`src/rtl/scan_pkg.sv`:
```
// Shared definitions for the scan chain driver: op encodings, FSM states and
// the bytes-per-operation helper.
package scan_pkg;

  localparam logic [1:0] OP_ILLEGAL  = 2'b00;
  localparam logic [1:0] OP_WRITE    = 2'b01;
  localparam logic [1:0] OP_READ     = 2'b10;
  localparam logic [1:0] OP_EXCHANGE = 2'b11;

  typedef enum logic [2:0] {
    S_IDLE  = 3'd0,
    S_GET   = 3'd1,
    S_SHIFT = 3'd2,
    S_PUT   = 3'd3,
    S_DONE  = 3'd4
  } state_t;

  function automatic int nbytes(input int len);
    return (len + 7) / 8;
  endfunction

endpackage

```
`src/rtl/scan_chain_driver_if.sv`:
```
// Host-side command, write-byte and read-byte channels of the scan chain driver.
// Every channel transfers on a clock edge where valid and ready are both high;
// the sender holds valid and its payload stable until that edge.
interface scan_chain_driver_if;

  logic       cmd_valid;
  logic       cmd_ready;
  logic [1:0] cmd_op;

  logic       in_valid;
  logic       in_ready;
  logic [7:0] in_data;

  logic       out_valid;
  logic       out_ready;
  logic [7:0] out_data;

  modport master (
    output cmd_valid, cmd_op, in_valid, in_data, out_ready,
    input  cmd_ready, in_ready, out_valid, out_data
  );

  modport slave (
    input  cmd_valid, cmd_op, in_valid, in_data, out_ready,
    output cmd_ready, in_ready, out_valid, out_data
  );

endinterface

```
`src/rtl/scan_byte_serdes.sv`:
```
// One-byte serialiser/deserialiser: shifts a loaded byte out LSB first while
// capturing the returning scan bits into bit0 upward.
module scan_byte_serdes (
  input  logic       clk,
  input  logic       rst,
  input  logic       i_load,
  input  logic [7:0] i_load_data,
  input  logic       i_shift,
  input  logic       i_scan_out,
  output logic       o_bit,
  output logic [7:0] o_cap,
  output logic [3:0] o_bit_cnt
);

  logic [7:0] r_sout;
  logic [7:0] r_cap;
  logic [3:0] r_cnt;

  // A load also clears the capture byte so a short last byte reads back 0 above bit n-1.
  always_ff @(posedge clk) begin
    if (!rst) begin
      r_sout <= 8'h00;
      r_cap  <= 8'h00;
      r_cnt  <= 4'd0;
    end else if (i_load) begin
      r_sout <= i_load_data;
      r_cap  <= 8'h00;
      r_cnt  <= 4'd0;
    end else if (i_shift) begin
      r_sout              <= {1'b0, r_sout[7:1]};
      r_cap[r_cnt[2:0]]   <= i_scan_out;
      r_cnt               <= r_cnt + 4'd1;
    end
  end

  assign o_bit     = r_sout[0];
  assign o_cap     = r_cap;
  assign o_bit_cnt = r_cnt;

endmodule

```
`src/rtl/scan_chain_driver.sv`:
```
// Host-side scan chain initiator: turns byte-stream WRITE/READ/EXCHANGE
// commands into bit-serial shifts of a CHAIN_LEN chain, holding the processor.
module scan_chain_driver
  import scan_pkg::*;
#(
  parameter int CHAIN_LEN = 48
) (
  input  logic                clk,
  input  logic                rst,
  scan_chain_driver_if.slave  bus,
  output logic                scan_enable,
  output logic                scan_in,
  input  logic                scan_out,
  output logic                proc_hold,
  output logic                busy,
  output logic                done,
  output logic                err,
  output state_t              o_dbg_state
);

  localparam int NBYTES = nbytes(CHAIN_LEN);
  localparam int BW     = (NBYTES > 1) ? $clog2(NBYTES) : 1;

  state_t        r_state;
  logic [1:0]    r_op;
  logic [BW-1:0] r_byte;
  logic          r_cmd_ready;
  logic          r_in_ready;
  logic          r_out_valid;
  logic          r_scan_enable;
  logic          r_busy;
  logic          r_done;
  logic          r_err;

  logic          w_load;
  logic [7:0]    w_load_data;
  logic          w_shift;
  logic          w_bit;
  logic [7:0]    w_cap;
  logic [3:0]    w_bit_cnt;
  logic [3:0]    w_last_bit;
  logic          w_last_byte;
  logic          w_writes;
  logic          w_captures;
  int            w_rem;

  assign w_writes    = r_op[0];
  assign w_captures  = r_op[1];
  assign w_last_byte = (r_byte == BW'(NBYTES - 1));
  assign w_shift     = (r_state == S_SHIFT);

  // The final byte may carry fewer than 8 chain bits.
  always_comb begin
    w_rem      = CHAIN_LEN - 8 * int'(r_byte);
    w_last_bit = (w_rem >= 8) ? 4'd7 : 4'(w_rem - 1);
  end

  always_comb begin
    w_load      = 1'b0;
    w_load_data = 8'h00;
    case (r_state)
      S_IDLE:  w_load = bus.cmd_valid && (bus.cmd_op == OP_READ);
      S_GET: begin
        w_load      = bus.in_valid;
        w_load_data = bus.in_data;
      end
      S_PUT:   w_load = bus.out_ready && !w_last_byte && !w_writes;
      default: w_load = 1'b0;
    endcase
  end

  scan_byte_serdes u_serdes (
    .clk         (clk),
    .rst         (rst),
    .i_load      (w_load),
    .i_load_data (w_load_data),
    .i_shift     (w_shift),
    .i_scan_out  (scan_out),
    .o_bit       (w_bit),
    .o_cap       (w_cap),
    .o_bit_cnt   (w_bit_cnt)
  );

  always_ff @(posedge clk) begin
    if (!rst) begin
      r_state       <= S_IDLE;
      r_op          <= OP_ILLEGAL;
      r_byte        <= '0;
      r_cmd_ready   <= 1'b1;
      r_in_ready    <= 1'b0;
      r_out_valid   <= 1'b0;
      r_scan_enable <= 1'b0;
      r_busy        <= 1'b0;
      r_done        <= 1'b0;
      r_err         <= 1'b0;
    end else begin
      r_done <= 1'b0;
      r_err  <= 1'b0;
      case (r_state)
        S_IDLE: begin
          if (bus.cmd_valid) begin
            if (bus.cmd_op == OP_ILLEGAL) begin
              r_err <= 1'b1;
            end else begin
              r_op        <= bus.cmd_op;
              r_byte      <= '0;
              r_busy      <= 1'b1;
              r_cmd_ready <= 1'b0;
              if (bus.cmd_op == OP_READ) begin
                r_state       <= S_SHIFT;
                r_scan_enable <= 1'b1;
              end else begin
                r_state    <= S_GET;
                r_in_ready <= 1'b1;
              end
            end
          end
        end
        S_GET: begin
          if (bus.in_valid) begin
            r_state       <= S_SHIFT;
            r_in_ready    <= 1'b0;
            r_scan_enable <= 1'b1;
          end
        end
        S_SHIFT: begin
          if (w_bit_cnt == w_last_bit) begin
            r_scan_enable <= 1'b0;
            if (w_captures) begin
              r_state     <= S_PUT;
              r_out_valid <= 1'b1;
            end else if (w_last_byte) begin
              r_state <= S_DONE;
              r_busy  <= 1'b0;
              r_done  <= 1'b1;
            end else begin
              r_state    <= S_GET;
              r_in_ready <= 1'b1;
              r_byte     <= r_byte + BW'(1);
            end
          end
        end
        S_PUT: begin
          if (bus.out_ready) begin
            r_out_valid <= 1'b0;
            if (w_last_byte) begin
              r_state <= S_DONE;
              r_busy  <= 1'b0;
              r_done  <= 1'b1;
            end else begin
              r_byte <= r_byte + BW'(1);
              if (w_writes) begin
                r_state    <= S_GET;
                r_in_ready <= 1'b1;
              end else begin
                r_state       <= S_SHIFT;
                r_scan_enable <= 1'b1;
              end
            end
          end
        end
        S_DONE: begin
          r_state     <= S_IDLE;
          r_cmd_ready <= 1'b1;
        end
        default: r_state <= S_IDLE;
      endcase
    end
  end

  // READ recirculates scan_out so the chain is left intact.
  assign scan_in       = r_scan_enable & (w_writes ? w_bit : scan_out);
  assign scan_enable   = r_scan_enable;
  assign proc_hold     = r_busy;
  assign busy          = r_busy;
  assign done          = r_done;
  assign err           = r_err;
  assign o_dbg_state   = r_state;

  assign bus.cmd_ready = r_cmd_ready;
  assign bus.in_ready  = r_in_ready;
  assign bus.out_valid = r_out_valid;
  assign bus.out_data  = w_cap;

endmodule

```
`src/flat_wrapper.sv`:
```
// flat-port wrapper written by rule: the top's interface ports become plain ports
module scan_chain_driver_flat import scan_pkg::*;
#(
  parameter int CHAIN_LEN = 48
)
  (clk, rst, scan_enable, scan_in, scan_out, proc_hold, busy, done, err, o_dbg_state, bus_cmd_valid, bus_cmd_op, bus_in_valid, bus_in_data, bus_out_ready, bus_cmd_ready, bus_in_ready, bus_out_valid, bus_out_data);
  scan_chain_driver_if bus_i ();
  input  logic clk;
  input  logic rst;
  output logic scan_enable;
  output logic scan_in;
  input  logic scan_out;
  output logic proc_hold;
  output logic busy;
  output logic done;
  output logic err;
  output state_t o_dbg_state;
  input wire logic [$bits(bus_i.cmd_valid)-1:0] bus_cmd_valid;
  input wire logic [$bits(bus_i.cmd_op)-1:0] bus_cmd_op;
  input wire logic [$bits(bus_i.in_valid)-1:0] bus_in_valid;
  input wire logic [$bits(bus_i.in_data)-1:0] bus_in_data;
  input wire logic [$bits(bus_i.out_ready)-1:0] bus_out_ready;
  output wire logic [$bits(bus_i.cmd_ready)-1:0] bus_cmd_ready;
  output wire logic [$bits(bus_i.in_ready)-1:0] bus_in_ready;
  output wire logic [$bits(bus_i.out_valid)-1:0] bus_out_valid;
  output wire logic [$bits(bus_i.out_data)-1:0] bus_out_data;
  assign bus_i.cmd_valid = bus_cmd_valid;
  assign bus_i.cmd_op = bus_cmd_op;
  assign bus_i.in_valid = bus_in_valid;
  assign bus_i.in_data = bus_in_data;
  assign bus_i.out_ready = bus_out_ready;
  assign bus_cmd_ready = bus_i.cmd_ready;
  assign bus_in_ready = bus_i.in_ready;
  assign bus_out_valid = bus_i.out_valid;
  assign bus_out_data = bus_i.out_data;
  scan_chain_driver #(.CHAIN_LEN(CHAIN_LEN)) u_core (.clk(clk), .rst(rst), .bus(bus_i), .scan_enable(scan_enable), .scan_in(scan_in), .scan_out(scan_out), .proc_hold(proc_hold), .busy(busy), .done(done), .err(err), .o_dbg_state(o_dbg_state));
endmodule
```
`config.mk`:
```
export PLATFORM = sky130hd
export DESIGN_NAME = scan_chain_driver_flat
export DESIGN_NICKNAME = d
export VERILOG_FILES = /design/src/rtl/scan_pkg.sv /design/src/rtl/scan_chain_driver_if.sv /design/src/rtl/scan_byte_serdes.sv /design/src/rtl/scan_chain_driver.sv /design/src/flat_wrapper.sv
export SDC_FILE = /design/constraint.sdc
export NUM_CORES = 1
export LEC_CHECK = 0
export ABC_CLOCK_PERIOD_IN_PS = 2900
export CAP_MARGIN = 15
export CORE_MARGIN = 1
export CORE_UTILIZATION = 25
export DETAILED_ROUTE_END_ITERATION = 8
export GPL_ROUTABILITY_DRIVEN = 0
export SYNTH_ARGS = -nofsm -noshare
export SYNTH_HDL_FRONTEND = slang
export SYNTH_SLANG_ARGS = --single-unit
```
`constraint.sdc`:
```
create_clock -name clk -period 2.9 [get_ports clk]
set_input_delay 0.58 -clock clk [delete_from_list [all_inputs] [get_ports clk]]
set_output_delay 0.58 -clock clk [all_outputs]
set_load 0.01 [all_outputs]
```
-- Word-level counts from Yosys, hierarchy flattened
Cells that the tools add are included.
- output and inout bits: 20
- input bits: 16
- register bits: 35
- bitwise gates (word level): 3
- reductions and logical operators: 22
- $lt $le $gt $ge: 3
- equality and inequality tests: 20
- multiplexer cells: 67
- add/sub/neg operators: 4
- operator list (cell ; count):
    two-way mux 3 bit ; 14
    two-way mux 1 bit ; 36
    two-way mux 8 bit ; 3
    inequality test 2 bit, second input constant ; 9
    one-hot mux 3 bit (4 select lines) ; 1
    AND reduction 11 bit ; 1
    one-hot mux 3 bit (3 select lines) ; 1
    AND reduction 3 bit ; 3
    AND reduction 9 bit ; 1
    bitwise mux 8 bit ; 1
    inequality test 2 x 1 -> 1 bit, second input constant ; 4
    one-hot mux 1 bit (4 select lines) ; 2
    greater-or-equal comparator 7 x 5 -> 1 bit, second input constant ; 1
    subtractor 6 x 6 -> 7 bit, first input constant ; 1
    equality test 3 x 2 -> 1 bit, second input constant ; 2
    equality test 3 bit, second input constant ; 2
    one-hot mux 1 bit (2 select lines) ; 3
    one-hot mux 1 bit (3 select lines) ; 2
    AND reduction 6 bit ; 1
    nonzero test 2 bit ; 3
    AND reduction 5 bit ; 1
    adder 4 x 1 -> 4 bit, second input constant ; 1
    equality test 4 bit ; 1
    logical AND 1 bit ; 4
    other kinds (18) ; 21

-- Logic depth before layout (Yosys ltp)
- word-level depth: 6
- depth in mapped cells: 7
- mapped depth without buffers: 7

-- Hierarchy
A second synthesis with hierarchy kept.
- cell total of the unflattened synthesis: 223
- area total of the unflattened synthesis: 2009.4 um2
- modules (own cells, without submodules) (module ; cells an instance ; times used ; area an instance (um2) ; seq. area each (um2)):
    scan_chain_driver ; 134 ; 1 ; 1006.0 ; 300.3
    scan_byte_serdes ; 89 ; 1 ; 1003.5 ; 400.4

-- Least setup slack after synthesis
No wires, ideal clock.
- path kind: register to register
- start point: register u_core.u_serdes.r_cnt[1] (netlist: u_core.u_serdes.o_bit_cnt[1])
- end point: register u_core.r_byte[1]
- slack: 1.226 ns
- arrival: 1.544 ns
- data required time: 2.770 ns
- stages on the path, launching flop included: 7
- buffers on the path: 0
- clock period less this slack: 1.674 ns
- path through: dfxtp_1 -> ha_1 -> nand2_1 -> a311oi_2 -> nor3_2 -> o31ai_1 -> o22ai_1
- longest elaborated chain between the ends: 3
- RTL lines (item ; RTL line ; source):
    start, declared ; scan_byte_serdes.sv:17 ; logic [3:0] r_cnt;
    start signal, assigned ; scan_byte_serdes.sv:32 ; r_cnt <= r_cnt + 4'd1;
    equality test 4 bit ; scan_chain_driver.sv:127 ; if (w_bit_cnt == w_last_bit) begin
    inequality test 2 x 1 -> 1 bit (no source line) ; -- ;
    AND reduction 6 bit (no source line) ; -- ;
    end signal, assigned ; scan_chain_driver.sv:139 ; r_byte <= r_byte + BW'(1);
    end signal, assigned ; scan_chain_driver.sv:151 ; r_byte <= r_byte + BW'(1);
    end, declared ; scan_chain_driver.sv:26 ; logic [BW-1:0] r_byte;
Every way passes these cells.
A chain may end at the register's enable or synchronous reset.

-- Final worst setup path
- start point: input port scan_out
- end point: output port scan_in
- longest elaborated chain between the ends: 2
- RTL lines (item ; RTL line ; source):
    start, declared ; flat_wrapper.sv:12 ; input logic scan_out;
    two-way mux 1 bit ; scan_chain_driver.sv:172 ; assign scan_in = r_scan_enable & (w_writes ? w_bit : scan_out);
    AND 1 bit ; scan_chain_driver.sv:172 ;
    end, declared ; flat_wrapper.sv:11 ; output logic scan_in;
Every way passes these cells.

==> results by group <==
Critical path
  – Slowest-stage cell, CP: clkdlybuf4s50_1
  – Worst path most repeated cell: clkdlybuf4s50_1
  – CP delay by family, top: buffers and inverters
  – Worst r2r dst: u_core.u_serdes.o_cap[2]
  – Crit path required time: between 2 and 2.5 ns
  – Reg-to-reg setup timing slack: about 0.8 ns
  – Maximum fanout along the worst path: 2
  – Crit start category: input pin
  – Arrival @ worst endpoint: 1.79 ns
  – Buf/Inv on CP: 2
  – CP Cell Sequence: clkdlybuf4s50_1 > mux2i_1 > nor2b_1 > clkdlybuf4s50_1
  – Reg2reg path depth: 4
  – FF-to-FF Start: u_core.o_dbg_state[2]
  – Max incr delay on CP: around 0.54 ns
  – Critical path type: in -> out
  – Worst Setup End Kind: primary output

Clocking
  – Longest Clk Path Bufs: 2
  – Clock Sinks: 35
  – Setup Fix Bufs, Post-CTS: 0
  – CTS resizes: 0
  – CTS buffer count: 5
  – CTS tree: built
  – CTS clk-pin slew, worst paths: ~0.08 ns
  – Root buffer cell: clkbuf_8
  – # H-tree levels: 2
  – Hold buffers post-CTS: 0
  – Skew-Pair Late Insertion Delay: 0.29 ns

Placement
  – DP Area: about 0.0023 mm^2
  – Inst Count DP: ~350
  – PortBufs: 35
  – Hpwl dp: 3282 um
  – Dpl ws: about 0.53 ns

Final layout
  – Number of antenna diodes: 0
  – Non-Filler Cell Area, Final: 0.002452 mm^2
  – Non-filler cells, final: between 300 and 400
  – Most frequent cells in the layout: clkdlybuf4s50_1 (35), dfxtp_1 (35), nand2_1 (25)
  – Final #Nets: 275
  – Layout area overhead: 26.13%
  – Fraction of layout cells with a size suffix above 1: 8.627%

Routing
  – DRC viols: 0
  – Detail Route Antenna Nets: 0
  – Wire per inst: between 10 and 15 um
  – Drt total wl: 4538 um
  – Vias/cell: between 4 and 5
  – First-pass DRT Iterations: 4
  – Detailed Route Iter0 Violations: 80
  – Via total after detailed routing: between 1500 and 2000

STA
  – Final min period: approximately 2.4 ns
  – Fin Setup TNS: 0 ns
  – Fin. Hold Viols: 0
  – Slew Viols, Final: 0
  – Crit share post-route: around four fifths
  – Final Setup Violations: 0
  – Worst clock skew: between 0.01 and 0.015 ns
  – RSZ-0062 raised after global routing: false
  – Worst slew margin: between 40% and 50%
  – Worst-Margin Slew: ~0.77 ns
  – Final worst slack: 0.5304 ns
  – Fmax: between 400 and 500 MHz

Floorplan
  – Row cnt: 31
  – Vert. Die Dim: between 90 and 100 um
  – Die X: approximately 90 um
  – CORE AREA: roughly 0.0074 mm^2
  – Die ar.: between 0.008 and 0.009 mm^2
  – Io pins: 36
  – Starting Density: 26.38%

Yosys
  – Primary FF master, synth: dfxtp_1
  – Netlist Area Pre-Place: approximately 0.0019 mm^2
  – Largest family of logic cells by synthesized area: simple AND/OR/NAND/NOR gates
  – Post-synthesis mux area share: under 10%
  – Post-synth EDFFs: 0
  – Adder-cell area share of the yosys netlist: 3.218%
  – Seq cells post-synth: 35
  – YS warnings: 0
  – Synth Instances: between 200 and 250
  – Post-synthesis sequential area ratio: 36.04%
  – Syn_area_per_cell: ~8.7 um^2
  – Simple-gate share of the synthesized area: around 27%
  – Compound-cell area share of the yosys netlist: between 10% and 20%
  – Post-synthesis xor/xnor area fraction: 1.802%
  – Synth Net Count: between 200 and 250
  – Synth unique cells: 51
  – Ys async rst share: 0%

Min path
  – Hold path startpoint: u_core.u_serdes.o_cap[4]
  – WHS Endpoint: u_core.u_serdes.o_cap[4]
  – Hold depth: 2
  – Class of the worst hold path: reg -> reg

Pwr
  – Max IR drop VDD: ~0.30 mV
  – Tot Pwr: approximately 1.9 mW
  – Leakage: 0.8996 nW
  – Pwr Density: 768.7 mW/mm^2

Run status
  – Outcome: finished, final reports clean

GRT
  – GR Overflow Total: 0
  – Initial antenna violation count: 0
  – Tot GR Track Use: 11.84%
  – Maximum number of pins on one net before global-route repair: 24
  – First-pass GRT wire length: around 7900 um
  – Vias in the first global route: approximately 1600

Run
  – Total of max-cap violations: 0
worst max path at each step:
stage | from | slack, ns | cells after the start | endpoint
after global routing | u_core.o_dbg_state[1] | 0.42 | 1 | o_dbg_state[1]
final | scan_out | 0.53 | 4 | scan_in
after detailed placement | scan_out | 0.53 | 4 | scan_in
after floorplan | u_core.u_serdes.o_bit_cnt[1] | 1.23 | 6 | u_core.r_byte[1]
after global placement | scan_out | 0.55 | 4 | scan_in
after CTS | scan_out | 0.52 | 4 | scan_in
layout make-up:
cell class | count | area (um^2)
inverters | 9 | 33.78
multi-input cells | 165 | 1109
well taps | 99 | 123.9
clock buffers | 5 | 68.82
fillers | 787 | 4917
repair buffers | 38 | 372.9
clock inverters | 3 | 43.79
flip-flops and latches | 35 | 700.7
logic make-up after synthesis:
kind of cell / after synthesis
multiplexers: 16
AO/OA/AOI/OAI: 46
AND/OR/NAND/NOR: 94
flip-flops: 35
adder cells (fa/ha/maj): 5
buffers and inverters: 24
XOR/XNOR: 4
routing by layer:
| layer | share of wire [%] | track usage (%) | up-vias |
|---|---|---|---|
| li1 | - | - | 855 |
| met3 | 4.8 | 2.623 | 5 |
| met1 | 47 | 15.09 | 788 |
| met4 | 0.99 | 4.032 | 0 |
| met5 | 0 | 0 | - |
| met2 | 47 | 19.66 | 34 |
synth_stat cells (3+ instances only):
master	count	share of area, %
buf_4	4	1.5
a21oi_1	6	1.5
buf_2	6	1.5
nand2_1	25	4.8
and3_1	4	1.3
nor2b_1	5	1.6
nor3_2	3	1.5
nand2b_1	4	1.3
mux2i_1	16	8.2
o21ai_1	5	1.3
nor2_2	3	0.97
and2_1	9	2.9
nor3_1	6	1.5
nor2_1	17	3.3
o31ai_1	3	1.2
o21ai_0	8	2.1
inv_1	8	1.5
a31oi_1	6	1.9
buf_6	3	1.7
dfxtp_1	35	36
nand3_1	5	1.3
ha_1	5	3.2
power breakdown:
| group | internal (mW) | total [mW] | switching [mW] |
|---|---|---|---|
| Clock | 0.256 | 0.443 | 0.187 |
| Sequential | 0.558 | 0.710 | 0.152 |
| Combinational | 0.350 | 0.732 | 0.383 |
worst reg2reg max path, cell delays in order, from the launching register on:
cell	delay [ns]
dfxtp_1	0.69
inv_1	0.21
and4_1	0.38
nand3b_1	0.49
a21oi_1	0.25
sequential cells by signal (all words and copies together) (netlist names), 2 cells and up:
signal                     cells
u_core.u_serdes.o_cap          8
u_core.u_serdes.r_sout         8
u_core.u_serdes.o_bit_cnt      4
u_core.o_dbg_state             3
u_core.r_byte                  3
u_core.r_op                    2
stage by stage:
stage          hold WS (ns)  utilization, %
3_5_place_dp         0.4580           31.75
4_1_cts              0.4694           33.28
2_1_floorplan        0.4804               -
3_3_place_gp         0.4519           31.75
5_1_grt              0.4978           33.28
6_report             0.4635           33.28
(Power assumes the default switching activity.)
